## src/rtl/gio_arbiter_if.sv

```systemverilog
// Bundle of both requester handshakes and the shared GPIO output bus.
// The arbiter uses the slave modport; requesters and bus consumers use master.
interface gio_arbiter_if #(
   parameter int WIDTH = 8
);
   logic             m0_valid;
   logic [31:0]      m0_addr;
   logic [31:0]      m0_wdata;
   logic [3:0]       m0_wstrb;
   logic             m0_ready;
   logic [31:0]      m0_rdata;

   logic             m1_valid;
   logic [31:0]      m1_addr;
   logic [31:0]      m1_wdata;
   logic [3:0]       m1_wstrb;
   logic             m1_ready;
   logic [31:0]      m1_rdata;

   logic [31:0]      io_addr;
   logic [WIDTH-1:0] io_wdata;
   logic             io_wen;

   modport master (
      output m0_valid, m0_addr, m0_wdata, m0_wstrb,
      input  m0_ready, m0_rdata,
      output m1_valid, m1_addr, m1_wdata, m1_wstrb,
      input  m1_ready, m1_rdata,
      input  io_addr, io_wdata, io_wen
   );

   modport slave (
      input  m0_valid, m0_addr, m0_wdata, m0_wstrb,
      output m0_ready, m0_rdata,
      input  m1_valid, m1_addr, m1_wdata, m1_wstrb,
      output m1_ready, m1_rdata,
      output io_addr, io_wdata, io_wen
   );
endinterface

```

## src/rtl/gio_arbiter.sv

```systemverilog
// Round-robin two-requester sequencer for the GPIO output bus (IDLE -> ACCESS -> ACK).
// Define GIO_ARB_READBACK_EN to build the shadow register returned on window reads.
module gio_arbiter #(
   parameter int          WIDTH     = 8,
   parameter logic [31:0] BASE_ADDR = 32'h01000000,
   parameter logic [31:0] ADDR_MASK = 32'hFF000000
) (
   input  logic          clk,
   input  logic          resetn,
   gio_arbiter_if.slave  bus
);

   typedef enum logic [1:0] {
      ST_IDLE   = 2'd0,
      ST_ACCESS = 2'd1,
      ST_ACK    = 2'd2
   } state_t;

   function automatic logic f_win_hit(input logic [31:0] addr);
      return (addr & ADDR_MASK) == (BASE_ADDR & ADDR_MASK);
   endfunction

   state_t            r_state;
   logic              r_last_grant;
   logic              r_grant;
   logic [31:0]       r_io_addr;
   logic [WIDTH-1:0]  r_io_wdata;
   logic              r_io_wen;
   logic              r_m0_ready;
   logic              r_m1_ready;
   logic [31:0]       r_m0_rdata;
   logic [31:0]       r_m1_rdata;

   state_t            w_state_nxt;
   logic              w_last_nxt;
   logic              w_grant_nxt;
   logic [31:0]       w_io_addr_nxt;
   logic [WIDTH-1:0]  w_io_wdata_nxt;
   logic              w_io_wen_nxt;
   logic              w_m0_ready_nxt;
   logic              w_m1_ready_nxt;
   logic [31:0]       w_m0_rdata_nxt;
   logic [31:0]       w_m1_rdata_nxt;

   logic              w_grant_en;
   logic              w_grant_sel;
   logic [31:0]       w_sel_addr;
   logic [31:0]       w_sel_wdata;
   logic [3:0]        w_sel_wstrb;
   logic [WIDTH-1:0]  w_rd_val;
   logic [31:0]       w_rdata_word;
   logic              w_unused;

   // On a tie the requester that did not win last time is picked.
   assign w_grant_en   = bus.m0_valid | bus.m1_valid;
   assign w_grant_sel  = bus.m1_valid & (~bus.m0_valid | ~r_last_grant);
   assign w_sel_addr   = w_grant_sel ? bus.m1_addr  : bus.m0_addr;
   assign w_sel_wdata  = w_grant_sel ? bus.m1_wdata : bus.m0_wdata;
   assign w_sel_wstrb  = w_grant_sel ? bus.m1_wstrb : bus.m0_wstrb;
   assign w_rdata_word = {{(32-WIDTH){1'b0}}, w_rd_val};

`ifdef GIO_ARB_READBACK_EN
   logic [WIDTH-1:0]  r_shadow;
   logic              r_rd_hit;

   // Shadow of the last bus write plus a flag marking the granted access as a window read.
   always_ff @(posedge clk or negedge resetn) begin
      if (!resetn) begin
         r_shadow <= {WIDTH{1'b0}};
         r_rd_hit <= 1'b0;
      end else begin
         if (r_io_wen) begin
            r_shadow <= r_io_wdata;
         end
         if ((r_state == ST_IDLE) && w_grant_en) begin
            r_rd_hit <= (w_sel_wstrb == 4'h0) && f_win_hit(w_sel_addr);
         end
      end
   end

   assign w_rd_val = r_rd_hit ? r_shadow : {WIDTH{1'b0}};
   assign w_unused = ^{w_sel_wdata[31:WIDTH]};
`else
   assign w_rd_val = {WIDTH{1'b0}};
   assign w_unused = ^{w_sel_wdata[31:WIDTH], w_sel_wstrb[3:1]};
`endif

   // Next state plus next value of every registered output; outputs idle at 0 by default.
   always_comb begin
      w_state_nxt    = r_state;
      w_last_nxt     = r_last_grant;
      w_grant_nxt    = r_grant;
      w_io_addr_nxt  = 32'h0;
      w_io_wdata_nxt = {WIDTH{1'b0}};
      w_io_wen_nxt   = 1'b0;
      w_m0_ready_nxt = 1'b0;
      w_m1_ready_nxt = 1'b0;
      w_m0_rdata_nxt = 32'h0;
      w_m1_rdata_nxt = 32'h0;
      case (r_state)
         ST_IDLE: begin
            if (w_grant_en) begin
               w_state_nxt    = ST_ACCESS;
               w_last_nxt     = w_grant_sel;
               w_grant_nxt    = w_grant_sel;
               w_io_addr_nxt  = w_sel_addr;
               w_io_wdata_nxt = w_sel_wdata[WIDTH-1:0];
               w_io_wen_nxt   = w_sel_wstrb[0] & f_win_hit(w_sel_addr);
            end else begin
               w_state_nxt = ST_IDLE;
            end
         end
         ST_ACCESS: begin
            w_state_nxt = ST_ACK;
            if (r_grant) begin
               w_m1_ready_nxt = 1'b1;
               w_m1_rdata_nxt = w_rdata_word;
            end else begin
               w_m0_ready_nxt = 1'b1;
               w_m0_rdata_nxt = w_rdata_word;
            end
         end
         ST_ACK: begin
            w_state_nxt = ST_IDLE;
         end
         default: begin
            w_state_nxt = ST_IDLE;
         end
      endcase
   end

   // State and output registers; reset aborts any access in flight.
   always_ff @(posedge clk or negedge resetn) begin
      if (!resetn) begin
         r_state      <= ST_IDLE;
         r_last_grant <= 1'b1;
         r_grant      <= 1'b0;
         r_io_addr    <= 32'h0;
         r_io_wdata   <= {WIDTH{1'b0}};
         r_io_wen     <= 1'b0;
         r_m0_ready   <= 1'b0;
         r_m1_ready   <= 1'b0;
         r_m0_rdata   <= 32'h0;
         r_m1_rdata   <= 32'h0;
      end else begin
         r_state      <= w_state_nxt;
         r_last_grant <= w_last_nxt;
         r_grant      <= w_grant_nxt;
         r_io_addr    <= w_io_addr_nxt;
         r_io_wdata   <= w_io_wdata_nxt;
         r_io_wen     <= w_io_wen_nxt;
         r_m0_ready   <= w_m0_ready_nxt;
         r_m1_ready   <= w_m1_ready_nxt;
         r_m0_rdata   <= w_m0_rdata_nxt;
         r_m1_rdata   <= w_m1_rdata_nxt;
      end
   end

   assign bus.io_addr  = r_io_addr;
   assign bus.io_wdata = r_io_wdata;
   assign bus.io_wen   = r_io_wen;
   assign bus.m0_ready = r_m0_ready;
   assign bus.m1_ready = r_m1_ready;
   assign bus.m0_rdata = r_m0_rdata;
   assign bus.m1_rdata = r_m1_rdata;

endmodule

```

## src/flat_wrapper.sv

```systemverilog
// flat-port wrapper written by rule: the top's interface ports become plain ports
module gio_arbiter_flat 
#(
   parameter int          WIDTH     = 8,
   parameter logic [31:0] BASE_ADDR = 32'h01000000,
   parameter logic [31:0] ADDR_MASK = 32'hFF000000
)
  (clk, resetn, bus_m0_valid, bus_m0_addr, bus_m0_wdata, bus_m0_wstrb, bus_m0_ready, bus_m0_rdata, bus_m1_valid, bus_m1_addr, bus_m1_wdata, bus_m1_wstrb, bus_m1_ready, bus_m1_rdata, bus_io_addr, bus_io_wdata, bus_io_wen);
  gio_arbiter_if #(.WIDTH(WIDTH)) bus_i ();
  input  logic clk;
  input  logic resetn;
  input wire logic [$bits(bus_i.m0_valid)-1:0] bus_m0_valid;
  input wire logic [$bits(bus_i.m0_addr)-1:0] bus_m0_addr;
  input wire logic [$bits(bus_i.m0_wdata)-1:0] bus_m0_wdata;
  input wire logic [$bits(bus_i.m0_wstrb)-1:0] bus_m0_wstrb;
  output wire logic [$bits(bus_i.m0_ready)-1:0] bus_m0_ready;
  output wire logic [$bits(bus_i.m0_rdata)-1:0] bus_m0_rdata;
  input wire logic [$bits(bus_i.m1_valid)-1:0] bus_m1_valid;
  input wire logic [$bits(bus_i.m1_addr)-1:0] bus_m1_addr;
  input wire logic [$bits(bus_i.m1_wdata)-1:0] bus_m1_wdata;
  input wire logic [$bits(bus_i.m1_wstrb)-1:0] bus_m1_wstrb;
  output wire logic [$bits(bus_i.m1_ready)-1:0] bus_m1_ready;
  output wire logic [$bits(bus_i.m1_rdata)-1:0] bus_m1_rdata;
  output wire logic [$bits(bus_i.io_addr)-1:0] bus_io_addr;
  output wire logic [$bits(bus_i.io_wdata)-1:0] bus_io_wdata;
  output wire logic [$bits(bus_i.io_wen)-1:0] bus_io_wen;
  assign bus_i.m0_valid = bus_m0_valid;
  assign bus_i.m0_addr = bus_m0_addr;
  assign bus_i.m0_wdata = bus_m0_wdata;
  assign bus_i.m0_wstrb = bus_m0_wstrb;
  assign bus_m0_ready = bus_i.m0_ready;
  assign bus_m0_rdata = bus_i.m0_rdata;
  assign bus_i.m1_valid = bus_m1_valid;
  assign bus_i.m1_addr = bus_m1_addr;
  assign bus_i.m1_wdata = bus_m1_wdata;
  assign bus_i.m1_wstrb = bus_m1_wstrb;
  assign bus_m1_ready = bus_i.m1_ready;
  assign bus_m1_rdata = bus_i.m1_rdata;
  assign bus_io_addr = bus_i.io_addr;
  assign bus_io_wdata = bus_i.io_wdata;
  assign bus_io_wen = bus_i.io_wen;
  gio_arbiter #(.WIDTH(WIDTH), .BASE_ADDR(BASE_ADDR), .ADDR_MASK(ADDR_MASK)) u_core (.clk(clk), .resetn(resetn), .bus(bus_i));
endmodule
```

## config.mk

```make
export PLATFORM = sky130hd
export DESIGN_NAME = gio_arbiter_flat
export DESIGN_NICKNAME = d
export VERILOG_FILES = /design/src/rtl/gio_arbiter_if.sv /design/src/rtl/gio_arbiter.sv /design/src/flat_wrapper.sv
export SDC_FILE = /design/constraint.sdc
export NUM_CORES = 1
export LEC_CHECK = 0
export BUFFER_PORTS_ARGS = -buffer_cell sky130_fd_sc_hd__buf_2
export CAP_MARGIN = 20
export CORE_AREA = 2 2 94 96
export CTS_BUF_LIST = sky130_fd_sc_hd__clkbuf_2 sky130_fd_sc_hd__clkbuf_4 sky130_fd_sc_hd__clkbuf_8
export CTS_CLUSTER_SIZE = 30
export DETAILED_ROUTE_END_ITERATION = 8
export DIE_AREA = 0 0 96 98
export PLACE_DENSITY = 0.65
export SETUP_SLACK_MARGIN = 0.2
export SYNTH_ARGS = -nofsm -noshare
export SYNTH_HDL_FRONTEND = slang
export SYNTH_SLANG_ARGS = --single-unit
```

## constraint.sdc

```tcl
create_clock -name clk -period 1.6 [get_ports clk]
set_input_delay 0.32 -clock clk [delete_from_list [all_inputs] [get_ports clk]]
set_output_delay 0.32 -clock clk [all_outputs]
set_load 0.02 [all_outputs]
```

==> impl_metrics.toml <==
[status]
status = "finished clean"

[placement]
dp_hpwl_um = 4750
gp_congestion = 0.721
pre_cts_slack_ps = 111
port_buffers = 128
place_inst = 496

[critical_path]
critPathKind = "register to register"
critPathLaunchType = "register"
critPathMaxFanout = 18
worstSetupEndpointType = "register"
crit_slowest_cell = "dfstp_2"
worstPathCellList = "a21bo_4, buf_12, nand2_1, a21oi_1"
cpPeakStageDelay_ps = 600
cp.arrival_ps = 1520
crit_buf_inv = 1
crit_family = "flip-flops"
critical_path_required_ps = 1810

[global_route]
grt_max_degree = 32
antenna_found_initial = 0
grt_usage_pct = 12.1
grt_pass1_vias = 1769
grt_first_pass_wirelength_um = 8530
grt_overflow = 0

[clocking]
clkSlewWorstSetupHoldPaths_ps = 90
clk_latency_ps = 300
cts_inserted_buffers = 5
htreeDepth = 2
cts.sink_count = 47
clockBufferDepth = 2
cts_tree = "yes"
cts_root_buffer = "clkbuf_8"

[synthesis]
ys_seq_area_share_pct = 50.1
synthDistinctLibCells = 20
synth_top_area_share_pct = 48.9
synth_warnings = 0
syn_avg_cell_area_sq_um = 8.98
syn_inst = 262
synthesis.area_sq_um = 2350
yosys_register_bits = 47
yosysTopAreaCell = "dfrtp_1"
synthTopCellsByArea = "dfrtp_1 (49%), buf_4 (21%), nand2_1 (13%)"

[run]
maxCapViolCount = 0

[floorplanning]
initial_core_util_pct = 27.8
die_w_um = 96
rows = 34
die_area_sq_um = 9410
coreArea_sq_um = 8470
die_h_um = 98
ios = 247

[timing]
rsz0062_at_grt = "no"
postLayoutSetupSlackWorst_ps = 287
timing.setup.tns_ps = 0
hold_viol = 0
fmaxAchievable_mhz = 762
skew_ps = 3.44
finalCritPeriodShare_pct = 82.0
maxSlewViolCount = 0
setup_viol = 0
min_period_ps = 1310

[drt]
wire_per_inst_um = 11.9
drc = 0
firstDrtPassIters = 4
ant_nets = 0
drt-vias-per-instance = 4.02
drt_iter0_drc = 46
route.vias.total = 2036
wl_um = 6040

[cells_and_area]
fin_cells = 507
insertedDiodeCount = 0
drive_gt1_share_pct = 38.6
fillers = 872
utilization_pct = 36.7
syn2layout_area_growth_pct = 31.9
final_nets = 538

[power]
power_mw = 4.22
p_per_area_nw_per_um2 = 1360
p_leak_nw = 1.79
irDropWorstVdd_v = 0.000374

[worst_hold_path]
min_path_type = "primary input to register"
-- worst register-to-register path, delay by kind of cell (launching register included) --
| kind | cells | cell delay [ps] |
|---|---|---|
| and+or+nand+nor | 1 | 70 |
| DFF | 1 | 600 |
| buffers and inverters | 1 | 160 |
| AOI/OAI and AO/OA | 2 | 400 |
-- cell families (layout without fill, tap and decap cells) --
family / count (synthesis) / in the layout / share of synthesized area (%)
buf+inv: 77 / 151 / 23.2
other cells: 1 / 64 / 0.159
flops: 47 / 47 / 50.1
simple gates: 90 / 90 / 15.4
compound gates: 47 / 47 / 11.1
-- state kept, by name, indices dropped and copies added (netlist names) --
register             flops
u_core.bus.m0_ready      1
u_core.bus.m1_ready      1
u_core.r_state           2
u_core.bus.io_addr      32
u_core.bus.io_wdata      8
u_core.bus.io_wen        1
u_core.r_grant           1
u_core.r_last_grant      1
-- synthesized netlist by cell type, drive strengths merged --
cell type  number
a31oi           1
a21oi          41
nor4            2
a21bo           1
nor2            1
inv             1
a21boi          1
conb            1
dfrtp          46
buf            76
nor4b           2
and2            1
nor2b           2
nand2          80
dfstp           1
a22o            1
o21ai           1
nand3           2
a221oi          1
-- path summary, 6_finish.rpt --
check | cells after the start | from | endpoint | slack [ps]
worst max-delay path | 4 | u_core.r_last_grant | u_core.bus.io_addr[4] | 290
min in group asynchronous | 2 | resetn | u_core.bus.io_wdata[3] | 490
worst min-delay path | 3 | bus_m1_wdata[2] | u_core.bus.io_wdata[2] | 240
worst min register to register | 1 | u_core.r_state[1] | u_core.r_state[1] | 460
max in group asynchronous | 3 | resetn | u_core.bus.io_addr[26] | 600
worst max register to register | 4 | u_core.r_last_grant | u_core.bus.io_addr[4] | 290
-- layout make-up --
class	instances	area, sq um	share of cell area, %
Clock inverter	2	16.3	0.524
Sequential cell	47	1180	37.9
Tap cell	108	135	4.35
Inverter	1	3.75	0.121
Clock buffer	6	82.6	2.66
Timing Repair Buffer	142	798	25.7
Multi-Input combinational cell	201	890	28.7
-- timing repair --
action	in CTS	in global routing
buffers inserted	2	0
endpoints found under the hold margin	15	0
setup endpoints to repair	33	0
hold buffers	1	0
gates resized for setup	1	0
-- per-layer routing --
| metal | track usage, % | routed length [um] |
|---|---|---|
| met1 | 13.2 | 2230 |
| met5 | 0 | 0 |
| met2 | 21.9 | 2870 |
| met3 | 3.86 | 861 |
| met4 | 3.63 | 74 |
-- power by group --
| group | leakage [nW] | internal, mW | total (mW) | switching (mW) |
|---|---|---|---|---|
| Clock | 0.0474 | 0.353 | 0.759 | 0.406 |
| Sequential | 0.621 | 1.53 | 1.65 | 0.112 |
| Combinational | 1.12 | 0.609 | 1.81 | 1.20 |
| Total | 1.79 | 2.50 | 4.22 | 1.72 |
-- cells in the final DEF, fill, tap and decap left out, drive strengths merged --
cell type | Yosys | routed
a21bo | 1 | 1
a21boi | 1 | 1
a21oi | 41 | 41
a221oi | 1 | 1
a22o | 1 | 1
a31oi | 1 | 1
and2 | 1 | 1
buf | 76 | 141
clkbuf | 0 | 6
clkinv | 0 | 1
clkinvlp | 0 | 1
conb | 1 | 64
dfrtp | 46 | 46
dfstp | 1 | 1
dlygate4sd3 | 0 | 1
inv | 1 | 1
nand2 | 80 | 80
nand3 | 2 | 2
nor2 | 1 | 1
nor2b | 2 | 2
nor4 | 2 | 2
nor4b | 2 | 2
o21ai | 1 | 1
-- per-stage QoR --
| stage | hold WS (ps) | instance area, sq um |
|---|---|---|
| final | 242 | 3100 |
| after global routing | 238 | 3100 |
| after CTS | 229 | 3100 |
| after detailed placement | 296 | 2970 |
| after global placement | 287 | 2970 |
| after floorplan | 24.4 | 2590 |
Note: power is estimated with default switching activity, not from simulation.
